### src/rtl/mux_10_if.sv
// Data/select bundle for the registered 10-to-1 word multiplexer.
// The master drives the words and select code; the slave returns y and sel_err.
interface mux_10_if #(
    parameter int unsigned WIDTH = 16
);
    logic [WIDTH-1:0] d0;
    logic [WIDTH-1:0] d1;
    logic [WIDTH-1:0] d2;
    logic [WIDTH-1:0] d3;
    logic [WIDTH-1:0] d4;
    logic [WIDTH-1:0] d5;
    logic [WIDTH-1:0] d6;
    logic [WIDTH-1:0] d7;
    logic [WIDTH-1:0] d8;
    logic [WIDTH-1:0] d9;
    logic [3:0]       s;
    logic [WIDTH-1:0] y;
    logic             sel_err;

    modport master (
        output d0, d1, d2, d3, d4, d5, d6, d7, d8, d9, s,
        input  y, sel_err
    );

    modport slave (
        input  d0, d1, d2, d3, d4, d5, d6, d7, d8, d9, s,
        output y, sel_err
    );
endinterface

### src/rtl/mux_10.sv
// Registered 10-to-1 word multiplexer with an out-of-range select flag.
// One-cycle latency; the output register loads on every clock.
module mux_10 #(
    parameter int unsigned WIDTH = 16
) (
    input  logic     clk,
    input  logic     rst_n,
    mux_10_if.slave  bus
);
    localparam int unsigned SEL_W = 4;

    logic [WIDTH-1:0] y_q;
    logic             sel_err_q;
    logic [WIDTH-1:0] y_c;
    logic             sel_err_c;

    // Select decode; codes 10..15 and any X/Z on s land in the default branch.
    always_comb begin
        y_c       = '0;
        sel_err_c = 1'b0;
        case (bus.s)
            SEL_W'(0): y_c = bus.d0;
            SEL_W'(1): y_c = bus.d1;
            SEL_W'(2): y_c = bus.d2;
            SEL_W'(3): y_c = bus.d3;
            SEL_W'(4): y_c = bus.d4;
            SEL_W'(5): y_c = bus.d5;
            SEL_W'(6): y_c = bus.d6;
            SEL_W'(7): y_c = bus.d7;
            SEL_W'(8): y_c = bus.d8;
            SEL_W'(9): y_c = bus.d9;
            default: begin
                y_c       = '0;
                sel_err_c = 1'b1;
            end
        endcase
    end

    // Output register; synchronous reset wins over the decoded value.
    always_ff @(posedge clk) begin
        if (!rst_n) begin
            y_q       <= '0;
            sel_err_q <= 1'b0;
        end else begin
            y_q       <= y_c;
            sel_err_q <= sel_err_c;
        end
    end

    assign bus.y       = y_q;
    assign bus.sel_err = sel_err_q;
endmodule

### src/flat_wrapper.sv
// flat-port wrapper written by rule: the top's interface ports become plain ports
module mux_10_flat 
#(
    parameter int unsigned WIDTH = 16
)
  (clk, rst_n, bus_d0, bus_d1, bus_d2, bus_d3, bus_d4, bus_d5, bus_d6, bus_d7, bus_d8, bus_d9, bus_s, bus_y, bus_sel_err);
  mux_10_if #(.WIDTH(WIDTH)) bus_i ();
  input  logic clk;
  input  logic rst_n;
  input wire logic [$bits(bus_i.d0)-1:0] bus_d0;
  input wire logic [$bits(bus_i.d1)-1:0] bus_d1;
  input wire logic [$bits(bus_i.d2)-1:0] bus_d2;
  input wire logic [$bits(bus_i.d3)-1:0] bus_d3;
  input wire logic [$bits(bus_i.d4)-1:0] bus_d4;
  input wire logic [$bits(bus_i.d5)-1:0] bus_d5;
  input wire logic [$bits(bus_i.d6)-1:0] bus_d6;
  input wire logic [$bits(bus_i.d7)-1:0] bus_d7;
  input wire logic [$bits(bus_i.d8)-1:0] bus_d8;
  input wire logic [$bits(bus_i.d9)-1:0] bus_d9;
  input wire logic [$bits(bus_i.s)-1:0] bus_s;
  output wire logic [$bits(bus_i.y)-1:0] bus_y;
  output wire logic [$bits(bus_i.sel_err)-1:0] bus_sel_err;
  assign bus_i.d0 = bus_d0;
  assign bus_i.d1 = bus_d1;
  assign bus_i.d2 = bus_d2;
  assign bus_i.d3 = bus_d3;
  assign bus_i.d4 = bus_d4;
  assign bus_i.d5 = bus_d5;
  assign bus_i.d6 = bus_d6;
  assign bus_i.d7 = bus_d7;
  assign bus_i.d8 = bus_d8;
  assign bus_i.d9 = bus_d9;
  assign bus_i.s = bus_s;
  assign bus_y = bus_i.y;
  assign bus_sel_err = bus_i.sel_err;
  mux_10 #(.WIDTH(WIDTH)) u_core (.clk(clk), .rst_n(rst_n), .bus(bus_i));
endmodule
### config.mk
export PLATFORM = sky130hd
export DESIGN_NAME = mux_10_flat
export DESIGN_NICKNAME = d
export VERILOG_FILES = /design/src/rtl/mux_10_if.sv /design/src/rtl/mux_10.sv /design/src/flat_wrapper.sv
export SDC_FILE = /design/constraint.sdc
export NUM_CORES = 1
export LEC_CHECK = 0
export CORE_MARGIN = 4
export CORE_UTILIZATION = 33
export DETAILED_ROUTE_END_ITERATION = 10
export GPL_ROUTABILITY_DRIVEN = 0
export GPL_TIMING_DRIVEN = 0
export PLACE_DENSITY = 0.87
export SYNTH_ARGS = -nofsm -noshare
export SYNTH_HDL_FRONTEND = slang
export SYNTH_SLANG_ARGS = --single-unit
### constraint.sdc
create_clock -name clk -period 3.75 [get_ports clk]
set_input_delay 0.5625 -clock clk [delete_from_list [all_inputs] [get_ports clk]]
set_output_delay 0.5625 -clock clk [all_outputs]
set_load 0.01 [all_outputs]
==> flow_summary.yaml, run 1 <==
global_routing:
  grt_max_degree: 11
  overflow: 0
  grt_pass1_vias: 2709
  grt_first_pass_wirelength_um: 14500
  antenna_found_initial: 0
  grt_use_total_pct: 26.1
finish:
  n_antenna_cell: 0
  fin_area_mm2: 0.00386
  fin_cells: 469
  multi_input_area_mm2: 0.00138
  area_delta_synth_final_pct: 102
  seqCellArea_um2: 340
  final_nets: 564
  fillers: 470
  drive_gt1_share_pct: 11.3
detailed_routing:
  via_count: 2612
  routedWlPerCell_um: 20.9
  ant_nets: 0
  firstDrtPassIters: 5
  drc: 0
  vias_per_cell: 5.57
  wirelength_um: 9830
  drtIter0Drc: 246
power_and_ir_drop:
  vdd_drop_max_mv: 0.149
  power_density_mw_per_mm2: 185
  power_mw: 0.715
  power.leakage_nw: 1.45
synthesis:
  syn_area_mm2: 0.00191
  syn-num-nets: 378
  synth_top_area_share_pct: 17.8
  synth.area.top_cells: "dfxtp_1, a22o_1, a22oi_1, mux2i_1, mux4_2"
  synth_top_family_by_area: "compound AO/OA/AOI/OAI gates"
  ys_ff_latch: 17
  synth_warnings: 0
  synth_common_cells: "a22o_1, a22oi_1, a21oi_1, dfxtp_1, mux2i_1"
  synth_area_leader_cell: "dfxtp_1"
  synthMuxAreaShare_pct: 16.2
  synth_most_common_cell: "a22o_1"
  avgSynthCellArea_um2: 9.00
  seq_area_frac_synth_pct: 17.8
  synth_compound_area_share_pct: 39.1
  synth_edf_count: 0
  yosysUniqueCellTypes: 41
  ys_async_sr_fraction_pct: 0
  synthSimpleGateAreaFrac_pct: 17.1
  synthCells: 212
  synth_fa_ha_area_share_pct: 0
  synth-xor-area-share_pct: 0
  synth-main-ff-cell: "dfxtp_1"
floorplan:
  core_area_mm2: 0.00557
  die_w_um: 84.0
  start_util_pct: 34.2
  ios: 183
  rows: 27
  die_area_mm2: 0.00706
  die_h_um: 84.0
clock_tree:
  root_buffer: "clkbuf_8"
  cts_setup_buffers: 0
  cts_tree: "built"
  htreeDepth: 1
  clockBufferDepth: 2
  cts_resized: 0
  ctsHoldBuffers: 0
  clkSinkCount: 17
  cts_buffers: 3
  clk_pin_slew_ns: 0.07
worst_setup_path:
  arrival_ns: 2.27
  critPathKind: "primary input to register"
  critPathCaptureType: "register"
  cpMostUsedCell: "buf_6"
  path_buf_inv: 4
  path_delay_family: "buffers and inverters"
  cp-start-kind: "primary input"
  cp.depth: 7
  crit_required_ns: 3.89
  slowest_delay_ns: 0.57
  cp_slowest_cell: "clkdlybuf4s50_1"
  path_max_fanout: 10
  crit_chain: "clkdlybuf4s50_1, buf_6, buf_6, o21ai_1, nand2_1, buf_2, a21oi_1"
timing:
  timing.setup.tns_ns: 0
  holdWs_ns: 0.909
  rsz0062_at_grt: "no"
  finalHoldViolCount: 0
  clock.fmax_mhz: 469
  worstMarginPinSlew_ns: 0.572
  max_slew_margin_pct: 61.7
  min_period_ns: 2.13
  fin_crit_sh_pct: 56.9
  finalSetupViolCount: 0
  slew_viol_final: 0
hold_path:
  min_path_type: "primary input to register"
  hold_path_depth: 3
place:
  dp.cells: 465
  hpwl_um: 7940
  port_buffers: 181
  place_area_mm2: 0.00381
run:
  max_cap_violations: 0
outcome:
  run_status: "complete, no violations"
power breakdown:
part / switching, mW / internal (mW) / leakage, nW
sequential: 0.00264 / 0.191 / 0.139
combinational: 0.130 / 0.246 / 1.29
clock: 0.0719 / 0.0739 / 0.0255
total: 0.204 / 0.511 / 1.45
cell usage in the layout (no fill, tap or decap), types with 2 or more instances in the layout:
cell type and count:
mux4_2 6, nor2b_1 4, and3b_1 5, nand2_1 10, a22oi_1 22, clkbuf_8 3
clkdlybuf4s50_1 181, mux2_2 3, inv_1 2, o21ai_0 4, nand3_1 2, buf_4 3
dfxtp_1 17, a31oi_1 3, mux2i_1 14, a22o_1 28, o21ai_1 2, nor2_1 8
buf_2 8, a21oi_1 20, a2bb2oi_1 2, a21o_1 2, nor3b_2 2, or2_2 2
a222oi_1 5, o22a_1 5, o22ai_1 3, a221oi_1 2, nor3b_4 3, nand3b_1 3
buf_6 10
per-layer routing:
layer / GRT usage, % / routed length, um / vias up
met3: 6.91 / 935 / 12
met5: 0 / 0 / -
met1: 31.5 / 3790 / 1221
met4: 3.95 / 117 / 0
li1: - / - / 1223
met2: 46.9 / 4980 / 156
through the flow:
stage | util [%] | setup WS, ns
after floorplan | - | 2.09
after global placement | 68.4 | 1.41
after detailed placement | 68.4 | 1.39
after CTS | 69.2 | 1.65
after global routing | 69.2 | 1.54
final | 69.2 | 1.62
layout make-up:
class	count	share of cell area, %
plain buffers	22	4.64
clock buffers	3	1.07
clock inverters	1	0.130
inverters	2	0.195
multi-input cells	171	35.8
flip-flops and latches	17	8.83
well taps	72	2.34
repair buffers	181	47.0
tightest hold or removal path, cell delays in order:
cell and delay (ns):
clkdlybuf4s50_1 0.45, inv_1 0.07, nor2_1 0.04
cells by family after synthesis:
kind of cell           after synthesis
AND/OR/NAND/NOR                     47
multiplexers                        23
buffers and inverters               24
flip-flops                          17
AO/OA/AOI/OAI                      101
worst paths after layout:
path,startpoint,end
setup / recovery,bus_s[1],u_core.bus.y[8]$_SDFF_PN0_
hold / removal,rst_n,u_core.bus.sel_err$_SDFF_PN0_
state kept, by name, indices dropped and copies added (netlist names):
signal and flops:
u_core.bus.y 16, u_core.bus.sel_err 1
No activity file was read; power rests on OpenSTA's default activity.
==> run 2, diff against run 1 <==
CORE_UTILIZATION = 28   (was 33)
PLACE_DENSITY = 0.79   (was 0.87)
clock period = 1.8 ns   (was 3.75 ns; I/O delays follow)
==> run 2 against run 1 <==
Against the previous run:
- core utilization is 8.6 points lower
- largest cell class unchanged
- largest power group unchanged
- die area rose by 16%
- count of clock-buffer cells in the layout grew 1
- first-iteration DRC count shrank 45%
- global-route usage is 3.4 points lower
- worst hold slack got worse by 0.31 ns
==> flow_summary.yaml, run 2 (same netlist as run 1, synthesis figures left out) <==
global_routing:
  antenna_found_initial: 0
  grt_pass1_vias: 2853
  grt_first_pass_wirelength_um: 14900
  grt_max_degree: 11
  grt_use_total_pct: 22.7
  overflow: 0
floorplan:
  start_util_pct: 29.4
  ios: 183
  die_h_um: 90.6
  die_area_mm2: 0.00820
  core_area_mm2: 0.00649
  rows: 29
  die_w_um: 90.6
detailed_routing:
  via_count: 2591
  drc: 0
  wirelength_um: 9700
  firstDrtPassIters: 5
  vias_per_cell: 5.41
  ant_nets: 0
  routedWlPerCell_um: 20.3
  drtIter0Drc: 136
clock_tree:
  cts_buffers: 3
  clkSinkCount: 17
  root_buffer: "clkbuf_8"
  clk_pin_slew_ns: 0.08
  htreeDepth: 1
  cts_tree: "built"
  clockBufferDepth: 2
finish:
  n_antenna_cell: 0
  fin_cells: 479
  mostFrequentLayoutCells: "clkdlybuf4s50_1, a22o_1, a22oi_1"
  drive_gt1_share_pct: 12.9
  area_delta_synth_final_pct: 106
  fin_util_pct: 60.6
  mostFrequentLayoutCell: "clkdlybuf4s50_1"
  fillers: 603
  largest_reg_flops: 16
  final_nets: 569
timing:
  finalSetupViolCount: 0
  min_period_ns: 1.50
  slew_viol_final: 0
  worstMarginPinSlew_ns: 0.556
  rsz0062_at_grt: "no"
  finalHoldViolCount: 0
  fin_crit_sh_pct: 83.3
  clock.fmax_mhz: 667
  max_slew_margin_pct: 62.8
worst_setup_path:
  path_max_fanout: 10
  arrival_ns: 1.63
  slowest_delay_ns: 0.37
  cp-start-kind: "primary input"
  crit_chain: "dlymetal6s2s_1, buf_6, and3b_1, buf_6, a22o_1, a222oi_1, a21oi_1"
  crit_required_ns: 1.93
  cp_slowest_cell: "a222oi_1"
  critPathKind: "primary input to register"
  critPathCaptureType: "register"
  cpMostUsedCell: "buf_6"
power_and_ir_drop:
  power_density_mw_per_mm2: 382
  vdd_drop_max_mv: 0.295
  power.leakage_nw: 1.51
outcome:
  run_status: "complete, no violations"
run:
  max_cap_violations: 0
place:
  port_buffers: 181
  dp.cells: 470
  hpwl_um: 7990
hold_path:
  min_path_type: "primary input to register"
==> run 2: changes by cell type in the layout (fill, tap and decap cells not counted), moves of 2 or more <==
cell             before  now
a221oi_1              2    0
a221oi_2              0    2
buf_4                 3    9
clkdlybuf4s50_1     181  178
dlymetal6s2s_1        0    3
==> run 2: where the power goes <==
| group | total [mW] | internal, mW | switching [mW] |
|---|---|---|---|
| Combinational | 0.795 | 0.524 | 0.271 |
| Sequential | 0.403 | 0.397 | 0.00567 |
| Clock | 0.306 | 0.157 | 0.148 |
| Total | 1.50 | 1.08 | 0.425 |
==> run 2: stage by stage <==
step	power, mW	hold slack (ns)	setup WS, ns	area, um^2	setup TNS (ns)
2_1_floorplan	0.704	0.382	0.437	1910	0
3_3_place_gp	1.18	0.852	-0.310	3820	-3.46
3_5_place_dp	1.19	0.851	-0.334	3820	-3.92
4_1_cts	1.50	0.586	0.00820	3920	0
5_1_grt	1.57	0.623	0.267	3940	0
6_report	1.50	0.594	0.301	3940	0
==> run 2: critical path, delay by kind of cell <==
kind                   cells  cell delay [ns]
AND/OR/NAND/NOR            1             0.18
buffers and inverters      3             0.51
AO/OA/AOI/OAI              3             0.66
==> run 2: repair_timing <==
item | CTS | global route
pin swaps | 1 | 1
buffers inserted | 5 | 0
resized for setup | 4 | 5
hold buffers | 0 | 0
endpoints found under the setup margin | 10 | 12
==> run 2: layout make-up <==
cell class	count	area, um^2	area share, %
repair buffers	186	1860	47.2
clock buffers	4	45.0	1.14
inverters	2	7.51	0.191
multi-input cells	171	1400	35.7
plain buffers	22	185	4.71
well taps	77	96.3	2.45
flip-flops and latches	17	340	8.65
==> run 2: final timing paths <==
path | startpoint | endpoint | slack (ns) | cells after the start
hold / removal | rst_n | u_core.bus.sel_err$_SDFF_PN0_ | 0.59 | 3
setup / recovery | bus_s[1] | u_core.bus.y[8]$_SDFF_PN0_ | 0.30 | 7
==> run 2: metal layers <==
layer  vias up  wire length [um]  GRT usage, %
met5         -                 0             0
met4         0                50          2.68
met3         4               793          6.25
met2       119              5020          41.9
met1      1231              3840          26.8
li1       1237                 -             -
==> run 3, diff against run 2 <==
CORE_UTILIZATION = 31   (was 28)
PLACE_DENSITY = 0.83   (was 0.79)
clock period = 1.44 ns   (was 1.8 ns; I/O delays follow)
==> run 3 against run 2 <==
Against the previous run:
- cell count is the same
- via count grew 2.8%
- clock power grew 25%
- critical path depth shrank 1
- critical endpoint is now u_core.bus.y[12]$_SDFF_PN0_
- highest routed layer unchanged
==> flow_summary.yaml, run 3 (same netlist as run 1, synthesis figures left out) <==
timing:
  rsz0062_at_grt: "no"
  finalHoldViolCount: 0
  setup_ws_ns: 0.0573
  slew_viol_final: 0
  finalSetupViolCount: 0
  worstMarginPinSlew_ns: 0.519
  fin_crit_sh_pct: 96.0
  holdWs_ns: 0.547
  timing.setup.tns_ns: 0
  clock.fmax_mhz: 723
  max_slew_margin_pct: 65.3
  min_period_ns: 1.38
detailed_routing:
  drtIter0Drc: 147
  via_count: 2663
  drc: 0
  ant_nets: 0
  vias_per_cell: 5.56
  routedWlPerCell_um: 20.5
  wirelength_um: 9810
  firstDrtPassIters: 4
clock_tree:
  htreeDepth: 1
  ctsHoldBuffers: 0
  cts_buffers: 3
  clockBufferDepth: 2
  clkSinkCount: 17
  root_buffer: "clkbuf_8"
  cts_tree: "built"
  clk_pin_slew_ns: 0.07
outcome:
  run_status: "complete, no violations"
finish:
  multi_input_area_mm2: 0.00142
  fillers: 515
  n_antenna_cell: 0
  drive_gt1_share_pct: 14.6
  final_nets: 571
  area_delta_synth_final_pct: 108
  largest_reg_flops: 16
  mostFrequentLayoutCell: "clkdlybuf4s50_1"
  fin_area_mm2: 0.00397
  seqCellArea_um2: 340
  fin_cells: 479
  fin_util_pct: 66.7
  mostFrequentLayoutCells: "clkdlybuf4s50_1, a22o_1, a22oi_1"
power_and_ir_drop:
  power.leakage_nw: 1.50
  power_density_mw_per_mm2: 478
  vdd_drop_max_mv: 0.268
  power_mw: 1.90
floorplan:
  core_area_mm2: 0.00596
  die_area_mm2: 0.00747
  die_w_um: 86.5
  start_util_pct: 32.0
  die_h_um: 86.5
  rows: 28
  ios: 183
worst_setup_path:
  critPathKind: "primary input to register"
  crit_start: "bus_s[3]"
  crit_end: "u_core.bus.y[12]$_SDFF_PN0_"
  path_max_fanout: 5
  arrival_ns: 1.53
  crit_required_ns: 1.58
  cp-start-kind: "primary input"
  critPathCaptureType: "register"
place:
  dp.cells: 468
  port_buffers: 181
  place_area_mm2: 0.00381
  place_ws_ns: -0.721
  hpwl_um: 7840
global_routing:
  overflow: 0
  grt_pass1_vias: 2722
  grt_use_total_pct: 24.3
  antenna_found_initial: 0
  grt_max_degree: 11
  grt_first_pass_wirelength_um: 14200
run:
  max_cap_violations: 0
hold_path:
  min_path_type: "primary input to register"
run 3: layout make-up:
cell class	count	area share [%]
well taps	75	2.36
repair buffers	189	46.9
flip-flops and latches	17	8.57
plain buffers	21	5.10
clock buffers	4	1.13
inverters	2	0.283
multi-input cells	171	35.7
run 3: routing by layer:
layer  vias up  global-route usage, %  part of all wire, %  wire, um
met1      1270                   27.9                   38      3730
met4         0                   4.96                 0.45        44
li1       1241                      -                    -         -
met3         4                   6.56                   11      1080
met2       148                   45.0                   51      4970
met5         -                      0                    0         0
run 3: what timing repair did:
item | CTS | global route
resized for setup | 15 | 11
setup endpoints to repair | 16 | 12
buffers inserted | 6 | 1
pin swaps | 3 | 2
gates cloned | 1 | 0
run 3: how the worst min path moves through the flow:
stage / slack [ns] / end / startpoint / depth (start not counted)
2_1_floorplan: 0.33 / u_core.bus.sel_err$_SDFF_PN0_ / rst_n / 2
3_3_place_gp: 0.80 / u_core.bus.y[13]$_SDFF_PN0_ / bus_s[0] / 5
3_5_place_dp: 0.81 / u_core.bus.y[5]$_SDFF_PN0_ / bus_s[0] / 5
4_1_cts: 0.56 / u_core.bus.sel_err$_SDFF_PN0_ / rst_n / 3
5_1_grt: 0.57 / u_core.bus.y[6]$_SDFF_PN0_ / bus_s[0] / 5
6_report: 0.55 / u_core.bus.y[9]$_SDFF_PN0_ / bus_s[2] / 5
run 3: where the power goes:
| part | switching, mW | total, mW | internal, mW |
|---|---|---|---|
| clock | 0.185 | 0.381 | 0.197 |
| combinational | 0.348 | 1.01 | 0.666 |
| sequential | 0.00644 | 0.503 | 0.496 |
| total | 0.539 | 1.90 | 1.36 |
run 3: critical path: stages:
cell             delay, ns
clkdlybuf4s15_1       0.25
buf_6                 0.17
nor2b_1               0.20
a22o_1                0.27
a222oi_1              0.31
a21oi_1               0.11
